[src/rtl/bus_arbiter8.sv]
// bus_arbiter8 -- round-robin arbiter for one bus shared by 8 sources.
//
// Grants the bus to one requester at a time. A one-cycle handover with no
// grant is inserted between owners so two sources never drive the shared
// line together. The most recent owner has the lowest priority at the next
// arbitration.
//
// Ports
//   clk       in   1  clock, everything on the rising edge
//   rst       in   1  synchronous active-high reset
//   req       in   8  per-source request, held high for the whole tenure
//   gnt       out  8  registered one-hot grant, 0 when the bus is free
//   sel       out  3  8:1 bus mux select = current or last owner
//   bus_busy  out  1  registered, equals |gnt
//   timeout   out  1  one-cycle pulse on a forced release
//
// Handshake: a source owns the bus on every cycle where its gnt bit is 1.
// It keeps req high for as long as it wants the bus. When req drops (or the
// tenure is forced to end), gnt drops at the next edge. Nothing else is
// exchanged.
//
// Build option ARB_TIMEOUT_EN: when defined, an owner that has held the bus
// for MAX_HOLD grant cycles while another source is waiting is forced off
// and timeout pulses. When undefined, tenure is unbounded and timeout is 0.
module bus_arbiter8 #(
  parameter int MAX_HOLD = 16,
  parameter int CNT_W    = 5
) (
  input  logic       clk,
  input  logic       rst,
  input  logic [7:0] req,
  output logic [7:0] gnt,
  output logic [2:0] sel,
  output logic       bus_busy,
  output logic       timeout
);

  // The hold counter must be able to reach MAX_HOLD.
  if ((2 ** CNT_W) <= MAX_HOLD) begin : g_bad_cnt_w
    $error("bus_arbiter8: CNT_W too small for MAX_HOLD");
  end

  typedef enum logic [1:0] {
    IDLE     = 2'd0,
    GRANT    = 2'd1,
    HANDOVER = 2'd2
  } state_t;

  state_t     state, state_n;
  logic [7:0] gnt_n;
  logic [2:0] sel_n;
  logic [2:0] ptr, ptr_n;
  logic       busy_n;
  logic [2:0] winner;

  // Scan ptr+1 .. ptr+8 (mod 8). Iterating from the farthest offset down
  // leaves the nearest requester as the final assignment, so the previous
  // owner (offset 8 == ptr) only wins when it is the sole requester.
  function automatic logic [2:0] pick(input logic [7:0] r, input logic [2:0] p);
    logic [2:0] idx;
    pick = p;
    for (int i = 8; i >= 1; i--) begin
      idx = p + 3'(i);
      if (r[idx]) pick = idx;
    end
  endfunction

  assign winner = pick(req, ptr);

`ifdef ARB_TIMEOUT_EN
  logic [CNT_W-1:0] hold_cnt, hold_n;
  logic             timeout_q, timeout_n;
  logic             others_waiting;

  assign others_waiting = |(req & ~(8'b1 << sel));
  assign timeout        = timeout_q;
`else
  assign timeout = 1'b0;
`endif

  always_comb begin
    state_n = state;
    gnt_n   = gnt;
    sel_n   = sel;
    ptr_n   = ptr;
    busy_n  = bus_busy;
`ifdef ARB_TIMEOUT_EN
    hold_n    = hold_cnt;
    timeout_n = 1'b0;
`endif
    case (state)
      IDLE, HANDOVER: begin
        if (req != 8'h00) begin
          gnt_n   = 8'b1 << winner;
          sel_n   = winner;
          ptr_n   = winner;
          busy_n  = 1'b1;
          state_n = GRANT;
`ifdef ARB_TIMEOUT_EN
          hold_n  = '0;
`endif
        end else begin
          gnt_n   = 8'h00;
          busy_n  = 1'b0;
          state_n = IDLE;
        end
      end
      GRANT: begin
        if (!req[sel]) begin
          gnt_n   = 8'h00;
          busy_n  = 1'b0;
          state_n = HANDOVER;
        end
`ifdef ARB_TIMEOUT_EN
        // ptr already points at the owner, so it is last in line next time.
        else if (hold_cnt == CNT_W'(MAX_HOLD - 1) && others_waiting) begin
          gnt_n     = 8'h00;
          busy_n    = 1'b0;
          timeout_n = 1'b1;
          state_n   = HANDOVER;
        end else if (hold_cnt != CNT_W'(MAX_HOLD)) begin
          hold_n = hold_cnt + 1'b1;
        end
`endif
      end
      default: begin
        gnt_n   = 8'h00;
        busy_n  = 1'b0;
        state_n = IDLE;
      end
    endcase
  end

  always_ff @(posedge clk) begin
    if (rst) begin
      state    <= IDLE;
      gnt      <= 8'h00;
      sel      <= 3'd0;
      ptr      <= 3'd7;
      bus_busy <= 1'b0;
`ifdef ARB_TIMEOUT_EN
      hold_cnt  <= '0;
      timeout_q <= 1'b0;
`endif
    end else begin
      state    <= state_n;
      gnt      <= gnt_n;
      sel      <= sel_n;
      ptr      <= ptr_n;
      bus_busy <= busy_n;
`ifdef ARB_TIMEOUT_EN
      hold_cnt  <= hold_n;
      timeout_q <= timeout_n;
`endif
    end
  end

endmodule

[config.mk]
export PLATFORM = sky130hd
export DESIGN_NAME = bus_arbiter8
export DESIGN_NICKNAME = d
export VERILOG_FILES = /design/src/rtl/bus_arbiter8.sv
export SDC_FILE = /design/constraint.sdc
export NUM_CORES = 1
export LEC_CHECK = 0
export ABC_AREA = 1
export BUFFER_PORTS_ARGS = -buffer_cell sky130_fd_sc_hd__buf_2
export CAP_MARGIN = 20
export CORE_MARGIN = 2
export CORE_UTILIZATION = 45
export CTS_CLUSTER_DIAMETER = 40
export DETAILED_ROUTE_END_ITERATION = 8
export GPL_TIMING_DRIVEN = 0
export HOLD_SLACK_MARGIN = 0.08
export PLACE_DENSITY = 0.66
export SETUP_SLACK_MARGIN = 0.05
export SYNTH_ARGS = -nofsm -noshare
export SYNTH_HDL_FRONTEND = slang
export SYNTH_SLANG_ARGS = --single-unit
export TNS_END_PERCENT = 1
[constraint.sdc]
create_clock -name clk -period 3 [get_ports clk]
set_input_delay 0.15 -clock clk [delete_from_list [all_inputs] [get_ports clk]]
set_output_delay 0.15 -clock clk [all_outputs]
set_load 0.01 [all_outputs]
==> summary.txt <==
Clocking
  • Maximum root-to-sink buffer count: 2
  • Number of clock buffers inserted by TritonCTS: 3
  • Root buffer cell: clkbuf_4
  • TritonCTS clock tree: yes
  • Clock tree sinks: 17
  • Clock transition at path regs: 0.11 ns
  • Post-CTS Repair Setup Buffers: 0
  • Clock latency reported for the late side of the worst-skew pair: ~0.3 ns
  • Deepest level of the CTS H-tree: 1

Global routing
  • Number of global-route vias before repair: about 1300
  • Remaining Overflow, GRT: 0
  • Global Route Usage Sum: a little over a fifth
  • Wire length of the first global-routing pass: 5720 um
  • Met3 usage: about 4.0%
  • Layer carrying the most global-route usage: met2
  • Global routing met1 resource utilization: approximately 30%
  • Met2 usage: 33.55%
  • Antenna violations before repair: 0
  • Pin count of the biggest net entering global routing: 12

Setup path
  • Critical Path AT: 2.81 ns
  • Critical path, cell by cell: buf_6 -> inv_4 -> buf_8 -> ha_1 -> buf_2 -> inv_1 -> nand3_1 -> nand3_1 -> nand2_1 -> nor2_1 -> nand2_1 -> nand2_1 -> nand2_1 -> nand2_1 -> nand2_2 -> nand2_1 -> nor2_1 -> nor2_1 -> nor2_1
  • Top cell family by delay on the critical path: simple AND/OR/NAND/NOR gates
  • Kind of start point of the critical path: flip-flop
  • Highest-delay cell along the critical path: dfxtp_1
  • Slowest cell delay on critical path: between 0.3 and 0.4 ns
  • Setup Crit Path Kind: flip-flop to flip-flop
  • CP endpoint kind: flip-flop
  • Worst path required time: approximately 3.2 ns
  • Worst-path maximum fanout: 10
  • Worst path most repeated cell: nand2_1
  • Combined buffer and inverter count along the critical path: 5

Routing
  • Detailed-route wire length: just over 3000 um
  • Final ANT Viol Nets: 0
  • DR WL/cell: 10.80 um
  • Total via count after detailed routing: about 1400
  • Pre-antenna DRT Iters: 4
  • Via-per-instance ratio: between 5 and 6
  • 1st-iter DRT viols: between 50 and 60
  • Post-detailed-route DRC marker count: 0

Logic synthesis
  • Total nets after synthesis: 240
  • Cell types occupying the most area after synthesis: dfxtp_1 25%, nand2_1 20%, nand3_1 11%
  • Area of the mapped netlist: about 1300 um^2
  • Largest area contributor in the netlist: dfxtp_1
  • Number of distinct standard cells referenced by the synthesized netlist: 28
  • Number of synthesized register bits: 17
  • Share of Yosys cell area claimed by the top area cell type: between 20% and 30%
  • Synthesis Warnings: 0
  • Mean instance size in the synthesized netlist: about 5.9 um^2
  • Fraction of the yosys area taken by sequential cells: between 20 and 30%
  • Post-Syn Instances: between 200 and 250

Cells and area
  • Filler Cells Inserted: around 300
  • Most common cell after layout, fill and taps aside: nand2_1
  • Final layout net count: approximately 270
  • Proportion of layout cells with a drive suffix above 1: 20.47%
  • Number of antenna repair diodes: 0
  • Syn-to-layout area delta: 13.69%
  • Most frequent cells in the layout: 73 x nand2_1, 29 x nand3_1, 27 x inv_1

Floorplanning
  • Initial core utilization: 47.90%
  • Full die area: between 3000 and 4000 um^2
  • Die width: roughly 59 um
  • Io pins: 23
  • Placeable core region: between 2000 and 3000 um^2
  • Y dimension of the die: 58.65 um
  • Placement Rows: 19

STA
  • Worst hold slack after final layout: about 0.45 ns
  • Number of hold violations in the final report: 0
  • Max frequency: 379.7 MHz
  • Fin Setup TNS: 0 ns
  • Total count of max-transition violations in the final report: 0
  • RSZ-0062 raised after global routing: no
  • Share of the clock period used by the worst path after layout: around 90%
  • Setup violators final: 0
  • Worst clock skew: 0.008730 ns
  • Min Clock Period, post-route: 2.634 ns
  • Worst path setup slack after routing: ~0.37 ns
  • Remaining max-slew budget at the tightest pin: 53.34%
  • Slew @ Worst Pin: 0.6925 ns

Status
  • Result of the run: finished clean

Placement
  • Buffers on Ports: 21
  • Weighted congestion reported at the end of routability-driven placement: just over 0.8
  • Detailed placer's ending HPWL: roughly 2500 um
  • Worst Setup Slack post-DPL: 0.4466 ns

Hold path
  • HP Class: flip-flop to flip-flop

Run
  • Maximum Capacitance Violations: 0
area by class of cell:
class                   count  area (um^2)  share of cell area, %
clock inverters             1        7.507                 0.4914
plain buffers               7        57.56                  3.767
repair buffers             22        115.1                  7.535
clock buffers               3        22.52                  1.474
inverters                  32        125.1                  8.190
multi-input cells         172        820.8                  53.73
well taps                  31        38.79                  2.539
flip-flops and latches     17        340.3                  22.28
cell families after synthesis:
family	after synthesis	share of synthesized area, %
compound gates	31	13.22
xor+xnor	1	0.6519
fa+ha+maj	2	1.862
buf+inv	39	13.59
flops	17	25.33
other cells	1	0.2791
simple gates	137	45.07
stage by stage:
stage,instance area [um^2],utilization (%),instances
5_1_grt,1528,54.46,285
2_1_floorplan,1344,-,228
3_5_place_dp,1488,53.03,280
6_report,1528,54.46,285
3_3_place_gp,1488,53.03,280
4_1_cts,1528,54.46,285
Yosys cell counts, drive strengths merged:
master	number
dfxtp	17
clkbuf	1
o21a	1
nand3	32
buf	6
a31oi	1
o211ai	3
inv	32
ha	2
nor4	1
conb	1
nor2	22
nand2	81
xor2	1
nand3b	1
o21ai	6
a21oi	20
per-layer routing:
metal	routed length (um)	vias up
met5	0	-
met4	10	0
met3	101	2
met2	1389	19
met1	1576	645
li1	-	773
registers in the layout, indices dropped and copies added, names as in the netlist:
name / cells
gnt: 8
ptr: 3
sel: 3
state: 2
bus_busy: 1
worst register-to-register path, delay by kind of cell (launching register included):
family / cells / cell delay, ns
and+or+nand+nor: 13 / 1.18
buffers and inverters: 5 / 0.67
DFF: 1 / 0.37
adders and majority gates: 1 / 0.28
repair_timing:
item	in CTS	in global routing
resized for setup	0	0
hold endpoints to repair	3	0
hold buffers	1	0
worst paths after layout:
check	startpoint	slack, ns	endpoint	cells past startpoint
setup / recovery	ptr[0]$_SDFFE_PP1P_	0.37	gnt[4]$_SDFFE_PP0P_	19
hold / removal	state[1]$_SDFFE_PP0P_	0.45	state[1]$_SDFFE_PP0P_	1
setup reg to reg	ptr[0]$_SDFFE_PP1P_	0.37	gnt[4]$_SDFFE_PP0P_	19
hold reg to reg	state[1]$_SDFFE_PP0P_	0.45	state[1]$_SDFFE_PP0P_	1
Power is left out: the tool's default activity adds up to more than one toggle a clock period on the data nets, which glitch-free logic cannot reach.
